File: config.mk
export PLATFORM = sky130hd
export DESIGN_NAME = decode_stage
export DESIGN_NICKNAME = d
export VERILOG_FILES = /design/src/rtl/decode_stage.sv
export SDC_FILE = /design/constraint.sdc
export NUM_CORES = 1
export LEC_CHECK = 0
export ABC_AREA = 1
export BUFFER_PORTS_ARGS = -buffer_cell sky130_fd_sc_hd__buf_4
export CORE_ASPECT_RATIO = 0.75
export CORE_UTILIZATION = 47
export CTS_CLUSTER_DIAMETER = 40
export DETAILED_ROUTE_END_ITERATION = 12
export PLACE_DENSITY = 0.84
export SETUP_SLACK_MARGIN = 0.15
export SLEW_MARGIN = 15
export SYNTH_ARGS = -nofsm -noshare
export SYNTH_HDL_FRONTEND = slang
export SYNTH_SLANG_ARGS = --single-unit
File: constraint.sdc
create_clock -name clock -period 2.55 [get_ports clock]
set_input_delay 0.255 -clock clock [delete_from_list [all_inputs] [get_ports clock]]
set_output_delay 0.255 -clock clock [all_outputs]
set_load 0.01 [all_outputs]
File: src/rtl/decode_stage.sv
// RV32I decode stage: one-entry pipeline register between fetch and execute with
// valid/ready handshakes, a shifting load-use scoreboard and branch/jump flush.
module decode_stage #(
  parameter int ADDRESS_BITS = 16,
  parameter int SB_DEPTH     = 2
) (
  input  logic                    clock,
  input  logic                    reset,
  input  logic                    in_valid,
  output logic                    in_ready,
  input  logic [ADDRESS_BITS-1:0] in_PC,
  input  logic [31:0]             in_instruction,
  input  logic                    flush,
  output logic                    out_valid,
  input  logic                    out_ready,
  output logic [ADDRESS_BITS-1:0] out_PC,
  output logic [4:0]              read_sel1,
  output logic [4:0]              read_sel2,
  output logic [4:0]              write_sel,
  output logic                    wEn,
  output logic                    mem_wEn,
  output logic                    wb_sel,
  output logic                    branch_op,
  output logic                    op_B_sel,
  output logic [1:0]              op_A_sel,
  output logic [5:0]              ALU_Control,
  output logic [31:0]             imm32,
  output logic                    illegal
);

  localparam logic [6:0] OP_R      = 7'b0110011;
  localparam logic [6:0] OP_I_ALU  = 7'b0010011;
  localparam logic [6:0] OP_LOAD   = 7'b0000011;
  localparam logic [6:0] OP_STORE  = 7'b0100011;
  localparam logic [6:0] OP_BRANCH = 7'b1100011;
  localparam logic [6:0] OP_JAL    = 7'b1101111;
  localparam logic [6:0] OP_JALR   = 7'b1100111;
  localparam logic [6:0] OP_AUIPC  = 7'b0010111;
  localparam logic [6:0] OP_LUI    = 7'b0110111;

  logic        hold_valid;
  logic        uses_rs1;
  logic        uses_rs2;
  logic        hazard;
  logic        in_fire;
  logic        out_fire;
  logic        sb_load_v;

  logic [6:0]  opcode;
  logic [2:0]  funct3;
  logic [31:0] imm_i;
  logic [31:0] imm_s;
  logic [31:0] imm_b;
  logic [31:0] imm_j;
  logic [31:0] imm_u;
  logic [5:0]  alu_arith;

  logic [5:0]  dec_alu;
  logic [1:0]  dec_op_a;
  logic        dec_op_b;
  logic [31:0] dec_imm;
  logic        dec_wen;
  logic        dec_mem_wen;
  logic        dec_wb_sel;
  logic        dec_branch;
  logic        dec_illegal;
  logic        dec_uses_rs1;
  logic        dec_uses_rs2;

  logic [SB_DEPTH-1:0] sb_v;
  logic [4:0]          sb_rd [SB_DEPTH];

  assign in_fire   = in_valid & in_ready;
  assign out_fire  = out_valid & out_ready;
  assign out_valid = hold_valid & ~hazard;
  assign in_ready  = ~flush & (~hold_valid | out_fire);

  assign opcode    = in_instruction[6:0];
  assign funct3    = in_instruction[14:12];
  assign imm_i     = {{20{in_instruction[31]}}, in_instruction[31:20]};
  assign imm_s     = {{20{in_instruction[31]}}, in_instruction[31:25], in_instruction[11:7]};
  assign imm_b     = {{19{in_instruction[31]}}, in_instruction[31], in_instruction[7],
                      in_instruction[30:25], in_instruction[11:8], 1'b0};
  assign imm_j     = {{11{in_instruction[31]}}, in_instruction[31], in_instruction[19:12],
                      in_instruction[20], in_instruction[30:21], 1'b0};
  assign imm_u     = {in_instruction[31:12], 12'b0};
  // funct7[5] selects the alternate ALU group (sub / sra)
  assign alu_arith = {2'b00, in_instruction[30], funct3};

  always_comb begin
    dec_alu      = 6'd0;
    dec_op_a     = 2'b00;
    dec_op_b     = 1'b0;
    dec_imm      = 32'd0;
    dec_wen      = 1'b0;
    dec_mem_wen  = 1'b0;
    dec_wb_sel   = 1'b0;
    dec_branch   = 1'b0;
    dec_illegal  = 1'b0;
    dec_uses_rs1 = 1'b1;
    dec_uses_rs2 = 1'b0;
    unique case (opcode)
      OP_R: begin
        dec_alu      = alu_arith;
        dec_op_b     = 1'b1;
        dec_wen      = 1'b1;
        dec_uses_rs2 = 1'b1;
      end
      OP_I_ALU: begin
        dec_alu = alu_arith;
        dec_imm = imm_i;
        dec_wen = 1'b1;
      end
      OP_LOAD: begin
        dec_alu    = {3'b000, funct3};
        dec_imm    = imm_i;
        dec_wen    = 1'b1;
        dec_wb_sel = 1'b1;
      end
      OP_STORE: begin
        dec_alu      = {3'b000, funct3};
        dec_imm      = imm_s;
        dec_mem_wen  = 1'b1;
        dec_uses_rs2 = 1'b1;
      end
      OP_BRANCH: begin
        dec_alu      = {3'b010, funct3};
        dec_op_b     = 1'b1;
        dec_imm      = imm_b;
        dec_branch   = 1'b1;
        dec_uses_rs2 = 1'b1;
      end
      OP_JAL: begin
        dec_alu      = 6'b011111;
        dec_op_a     = 2'b10;
        dec_imm      = imm_j;
        dec_wen      = 1'b1;
        dec_branch   = 1'b1;
        dec_uses_rs1 = 1'b0;
      end
      OP_JALR: begin
        dec_alu    = 6'b111111;
        dec_imm    = imm_i;
        dec_wen    = 1'b1;
        dec_branch = 1'b1;
      end
      OP_AUIPC: begin
        dec_op_a     = 2'b01;
        dec_imm      = imm_u;
        dec_wen      = 1'b1;
        dec_uses_rs1 = 1'b0;
      end
      OP_LUI: begin
        dec_imm      = imm_u;
        dec_wen      = 1'b1;
        dec_uses_rs1 = 1'b0;
      end
      default: begin
        dec_imm     = imm_i;
        dec_illegal = 1'b1;
      end
    endcase
  end

  // Held instruction only changes on acceptance, so outputs stay put while stalled.
  always_ff @(posedge clock or posedge reset) begin
    if (reset) begin
      hold_valid  <= 1'b0;
      out_PC      <= '0;
      read_sel1   <= 5'd0;
      read_sel2   <= 5'd0;
      write_sel   <= 5'd0;
      wEn         <= 1'b0;
      mem_wEn     <= 1'b0;
      wb_sel      <= 1'b0;
      branch_op   <= 1'b0;
      op_B_sel    <= 1'b0;
      op_A_sel    <= 2'b00;
      ALU_Control <= 6'd0;
      imm32       <= 32'd0;
      illegal     <= 1'b0;
      uses_rs1    <= 1'b0;
      uses_rs2    <= 1'b0;
    end else begin
      if (in_fire) begin
        hold_valid  <= 1'b1;
        out_PC      <= in_PC;
        read_sel1   <= in_instruction[19:15];
        read_sel2   <= in_instruction[24:20];
        write_sel   <= in_instruction[11:7];
        wEn         <= dec_wen;
        mem_wEn     <= dec_mem_wen;
        wb_sel      <= dec_wb_sel;
        branch_op   <= dec_branch;
        op_B_sel    <= dec_op_b;
        op_A_sel    <= dec_op_a;
        ALU_Control <= dec_alu;
        imm32       <= dec_imm;
        illegal     <= dec_illegal;
        uses_rs1    <= dec_uses_rs1;
        uses_rs2    <= dec_uses_rs2;
      end else if (flush || out_fire) begin
        hold_valid <= 1'b0;
      end
    end
  end

  // Loads leaving for execute are tracked until their result is written back.
  assign sb_load_v = out_fire & wb_sel & wEn & (write_sel != 5'd0);

  always_ff @(posedge clock or posedge reset) begin
    if (reset) begin
      sb_v <= '0;
      for (int i = 0; i < SB_DEPTH; i++) begin
        sb_rd[i] <= 5'd0;
      end
    end else begin
      sb_v[0]  <= sb_load_v;
      sb_rd[0] <= write_sel;
      for (int i = 1; i < SB_DEPTH; i++) begin
        sb_v[i]  <= sb_v[i-1];
        sb_rd[i] <= sb_rd[i-1];
      end
    end
  end

  always_comb begin
    hazard = 1'b0;
    for (int i = 0; i < SB_DEPTH; i++) begin
      if (hold_valid && sb_v[i] && (sb_rd[i] != 5'd0)) begin
        if (uses_rs1 && (sb_rd[i] == read_sel1)) begin
          hazard = 1'b1;
        end
        if (uses_rs2 && (sb_rd[i] == read_sel2)) begin
          hazard = 1'b1;
        end
      end
    end
  end

endmodule

-- Word level (Yosys, flattened, before mapping)
Index checks and enable logic that the tools add are counted.
- eq/ne operators: 13
- muxes and demuxes: 19
- bitwise operators: 11
- reductions and logical operators: 22
- operators by type and width (kind ; number):
    one-hot mux 32 bit (5 select lines) ; 1
    one-hot mux 6 bit (5 select lines) ; 1
    equality test 7 x 6 -> 1 bit (second input constant) ; 3
    equality test 7 bit (second input constant) ; 3
    equality test 5 bit ; 4
    2-to-1 mux 1 bit ; 16
    nonzero test 5 bit ; 3
    equality test 7 x 5 -> 1 bit (second input constant) ; 2
    OR reduction 3 bit ; 3
    OR reduction 9 bit ; 1
    logical AND 1 bit ; 8
    OR reduction 2 bit ; 4
    bitwise AND 1 bit ; 7
    equality test 7 x 2 -> 1 bit (second input constant) ; 1
    OR reduction 7 bit ; 1
    one-hot mux 2 bit (2 select lines) ; 1
    inverter 1 bit ; 3
    nonzero test 2 bit ; 1
    logical OR 1 bit ; 1
    bitwise OR 1 bit ; 1
- register bits: 92
- input bits: 53
- output and inout port bits: 79
- logic and storage cells: 84

-- Longest topological paths before layout
- word-level depth: 15
- depth in mapped cells: 14
- mapped depth without buffers: 12

-- Least setup slack after synthesis
No wires, ideal clock.
- path type: reg2reg
- start: register read_sel1[2]
- end: register read_sel1[4]
- setup time: 0.117 ns
- arrival: 1.569 ns
- required time: 2.433 ns
- setup slack: 0.864 ns
- cell stages (with the launch flop): 15
- buffers on the path: 2
- clock period less this slack: 1.686 ns
- cells stage by stage: dfrtp_1 -> inv_1 -> nand2_1 -> nand2_1 -> nor2_1 -> nand3_1 -> nand2_1 -> nand2_1 -> nand4_2 -> nand2_2 -> nand3_4 -> buf_6 -> buf_4 -> nand2_1 -> nand2_1
- longest elaborated chain between the ends: 14
- ends and longest elaborated chain (what ; RTL line ; text):
    start, declared ; 17 ; output logic [4:0] read_sel1,
    start signal, assigned ; 188 ; read_sel1 <= in_instruction[19:15];
    equality test 5 bit ; 231 ; if (uses_rs1 && (sb_rd[i] == read_sel1)) begin
    logical AND 1 bit ; 231 ;
    2-to-1 mux 1 bit ; 231 ;
    2-to-1 mux 1 bit ; 234 ; if (uses_rs2 && (sb_rd[i] == read_sel2)) begin
    2-to-1 mux 1 bit ; 230 ; if (hold_valid && sb_v[i] && (sb_rd[i] != 5'd0)) begin
    2-to-1 mux 1 bit ; 231 ;
    2-to-1 mux 1 bit ; 234 ;
    2-to-1 mux 1 bit * ; 230 ;
    inverter 1 bit * ; 75 ; assign out_valid = hold_valid & ~hazard;
    bitwise AND 1 bit * ; 75 ;
    bitwise AND 1 bit * ; 74 ; assign out_fire = out_valid & out_ready;
    bitwise OR 1 bit * ; 76 ; assign in_ready = ~flush & (~hold_valid | out_fire);
    bitwise AND 1 bit * ; 76 ;
    bitwise AND 1 bit * ; 73 ; assign in_fire = in_valid & in_ready;
Mark *: on every way between the ends. The rest lies on a longest branch, timed or not.
A chain may end at the register's enable or synchronous reset.

-- Worst setup path after layout
- start: register sb_rd[8] in the netlist's numbering
- end: register imm32[15]
- longest elaborated chain between the ends: 14
- ends and longest elaborated chain (what ; RTL line ; text):
    start, declared ; 71 ; logic [4:0] sb_rd [SB_DEPTH];
    start signal, assigned by index ; 222 ; sb_rd[i] <= sb_rd[i-1];
    equality test 5 bit ; 231 ;
    logical AND 1 bit ; 231 ;
    2-to-1 mux 1 bit ; 231 ;
    2-to-1 mux 1 bit ; 234 ;
    2-to-1 mux 1 bit * ; 230 ;
    2-to-1 mux 1 bit ; 231 ;
    2-to-1 mux 1 bit ; 234 ;
    2-to-1 mux 1 bit * ; 230 ;
    inverter 1 bit * ; 75 ;
    bitwise AND 1 bit * ; 75 ;
    bitwise AND 1 bit * ; 74 ;
    bitwise OR 1 bit * ; 76 ;
    bitwise AND 1 bit * ; 76 ;
    bitwise AND 1 bit * ; 73 ;
    end signal, assigned ; 198 ; imm32 <= dec_imm;
    end, declared ; 27 ; output logic [31:0] imm32,
Marks and branches as above.

==> flow_summary.yaml <==
route:
  detail_route.wl_per_cell_um: 15.96
  dr.pass1.iters: 5
  drc: 0
  vias: 4746
  ant_nets: 0
  vias_per_cell: 5.506
  routed_wl_um: 13760
  drtIter0Drc: 415
min_path:
  hold_path.class: "in -> async"
synthesis:
  avgSynthCellArea_um2: 7.588
  synth_area_leader_cell: "dfrtp_1"
  synth_fp_nets: 669
  synth_edf_count: 0
  synth.top_cell.area_share_pct: 49.25
  synth_area_um2: 4674
  synth-compound-area-share_pct: 4.256
  synth_top_family_by_area: "simple AND/OR/NAND/NOR gates"
  synth_cell_types: 27
  synthMuxAreaShare_pct: 0
  ys_warn_count: 0
  synth-simple-area-share_pct: 38.73
  synthXorXnorAreaFrac_pct: 0.1874
  postSynthCellCount: 616
  synthFlopType: "dfrtp_1"
  synth-seq-cells: 92
  yosys.area_share.adder_pct: 0
  synthTopCellsByArea: "dfrtp_1 49%, nand2_1 21%, nand4_1 13%"
  yosysSeqAreaShare_pct: 49.25
  async_reset_ff_share_pct: 100.0
final_layout:
  syn_to_final_growth_pct: 29.55
  seq_area_um2: 2302
  nets: 778
  nFillCells: 858
  diodes: 0
  multi_input_area_um2: 2031
  drive_above_1_share_pct: 22.47
  final_cells: 862
  fin_area_um2: 6056
outcome:
  outcome: "complete, no violations"
cts:
  cts_buffers: 9
  postCtsHoldBufs: 0
  clockBufferDepth: 2
  path_clk_slew_ns: 0.06
  cts_tree: "done"
  post-cts-setup-buffer-count: 0
  clk_latency_ns: 0.34
  h-tree-depth: 3
  cts_root_buf: "clkbuf_16"
  cts.sinks: 92
  cts-resized-gates: 0
critical_path:
  arrival_ns: 2.31
  path_cells: "inv_1, o21ai_0, nor2_1, nand3_1, nand2_1, nand2_1, nand4_2, nand2_2, nand3_4, buf_4, nand2_1, nand2_1"
  end_kind: "register"
  worstSetupStartpoint: "sb_rd[8]$_DFF_PP0_"
  path_common_cell: "nand2_1"
  cp_slowest_cell: "dfrtp_1"
  path_class: "reg -> reg"
  crit_fanout: 16
  required_ns: 2.77
  reg2reg_from: "sb_rd[8]$_DFF_PP0_"
  max_stage_delay_ns: 0.40
  cp-start-kind: "register"
  critPathTopFamily: "simple AND/OR/NAND/NOR gates"
  cp_num_buf_inv: 2
sta:
  rsz0062_at_grt: "false"
  min_period_ns: 2.094
  layout_setup_ws_ns: 0.4564
  final_hold_viol_count: 0
  slew_violations: 0
  period_share_pct: 82.10
  slew-limit-headroom_pct: 45.73
  final-setup-viol-count: 0
  worstMarginPinSlew_ns: 0.8140
  clock.fmax_mhz: 477.6
  skew_ns: 0.008708
power:
  ir_worst_vdd_mv: 0.4994
  leakage_nw: 3.381
  p_per_area_nw_per_um2: 698.7
run:
  drv_cap: 0
floorplanning:
  coreArea_um2: 9658
  fp.dieH_um: 88.37
  start_util_pct: 48.40
  top_level_ports: 132
  rows: 31
  dieArea_um2: 10350
  die_width_um: 117.2
place:
  placed_area_um2: 5720
  gp_congestion: 0.9454
  dp_hpwl_um: 9596
  port_buffers: 131
  dp_cells: 845
  post-place-ws_ns: -0.0008438
grt:
  grtUsageTotal_pct: 27.26
  grt.overflow.total: 0
  first_global_vias: 4285
  grt_pass1_wl_um: 21560
  antenna_found_initial: 0
  grt_max_degree: 93
[cells in the mapped netlist, types with 3 or more instances]
master	instances
buf_2	16
nand3_1	10
dfrtp_1	92
o211ai_1	3
nor2_1	27
o21ai_1	3
nor3_1	3
a21oi_1	9
nand4_1	95
buf_4	3
clkbuf_1	14
inv_1	42
o21ai_0	11
o31ai_1	6
buf_1	6
nand2_1	264
[flip-flops by register name, indices dropped and copies added (netlist names)]
name and flops:
write_sel 5, mem_wEn 1, out_PC 16, ALU_Control 6, branch_op 1, wEn 1, illegal 1, uses_rs2 1
hold_valid 1, op_B_sel 1, imm32 32, uses_rs1 1, sb_rd 10, wb_sel 1, read_sel1 5, op_A_sel 2
sb_v 2, read_sel2 5
[cell usage in the layout (no fill, tap or decap)]
master      instances
nand2_1           263
buf_4             134
nand4_1            95
dfrtp_1            92
inv_1              41
nor2_1             27
o21ai_0            11
nand3_1            10
a21oi_1             9
clkbuf_16           9
o31ai_1             6
clkbuf_8            4
o21ai_1             3
o211ai_1            3
nor3_1              3
buf_12              3
nand2_2             2
inv_2               2
clkinvlp_4          2
xor2_1              1
nand4_2             1
nand3_4             1
nor3_2              1
o21ai_2             1
nor2_2              1
a211oi_1            1
and3_1              1
clkinv_2            1
bufinv_16           1
nand3_2             1
[logic make-up after synthesis]
family	after synthesis
AOI/OAI and AO/OA	34
xor gates and xnor gates	1
buffers and inverters	84
DFF	92
and+or+nand+nor	405
[routing by layer]
| metal | up-vias | global-route usage (%) | routed length (um) |
|---|---|---|---|
| met1 | 2233 | 38.31 | 6221 |
| met4 | 0 | 8.861 | 223 |
| met2 | 230 | 41.50 | 6144 |
| met5 | - | 0 | 0 |
| met3 | 24 | 6.781 | 1164 |
| li1 | 2259 | - | - |
[layout make-up]
type | instances | area share, %
clock inverters | 3 | 0.7025
clock buffers | 13 | 4.628
flip-flops and latches | 92 | 38.02
inverters | 44 | 2.789
repair buffers | 137 | 17.60
multi-input cells | 441 | 33.53
well taps | 132 | 2.727
[through the flow]
stage	utilization [%]	TNS [ns]	hold WS [ns]	total power, mW
after floorplan	-	0	0.3181	2.329
after global placement	59.23	0	0.3590	2.817
after detailed placement	59.23	-0.0008438	0.3651	2.842
after CTS	62.57	0	0.07242	4.256
after global routing	62.70	0	0.07797	4.451
final	62.70	0	0.05007	4.231
[worst min-delay path, stage by stage]
cell and delay [ns]:
buf_4 0.12, clkinvlp_4 0.07, buf_12 0.39
[report_power, final]
group          switching (mW)  total (mW)  internal [mW]  leakage (nW)
combinational           0.540       0.974          0.434          2.06
sequential              0.189        1.86           1.67          1.16
clock                   0.537        1.40          0.865         0.158
[worst paths after layout]
path	endpoint	slack [ns]	depth (start not counted)
min in group clock	hold_valid$_DFFE_PP0P_	0.10	2
worst min register to register	sb_rd[1]$_DFF_PP0_	0.38	0
worst min-delay path	write_sel[3]$_DFFE_PP0P_	0.05	3
worst max register to register	imm32[15]$_DFFE_PP0P_	0.46	12
worst max-delay path	imm32[15]$_DFFE_PP0P_	0.46	12
max in group asynchronous	out_PC[14]$_DFFE_PP0P_	2.14	3
Note: power is estimated with default switching activity, not from simulation.
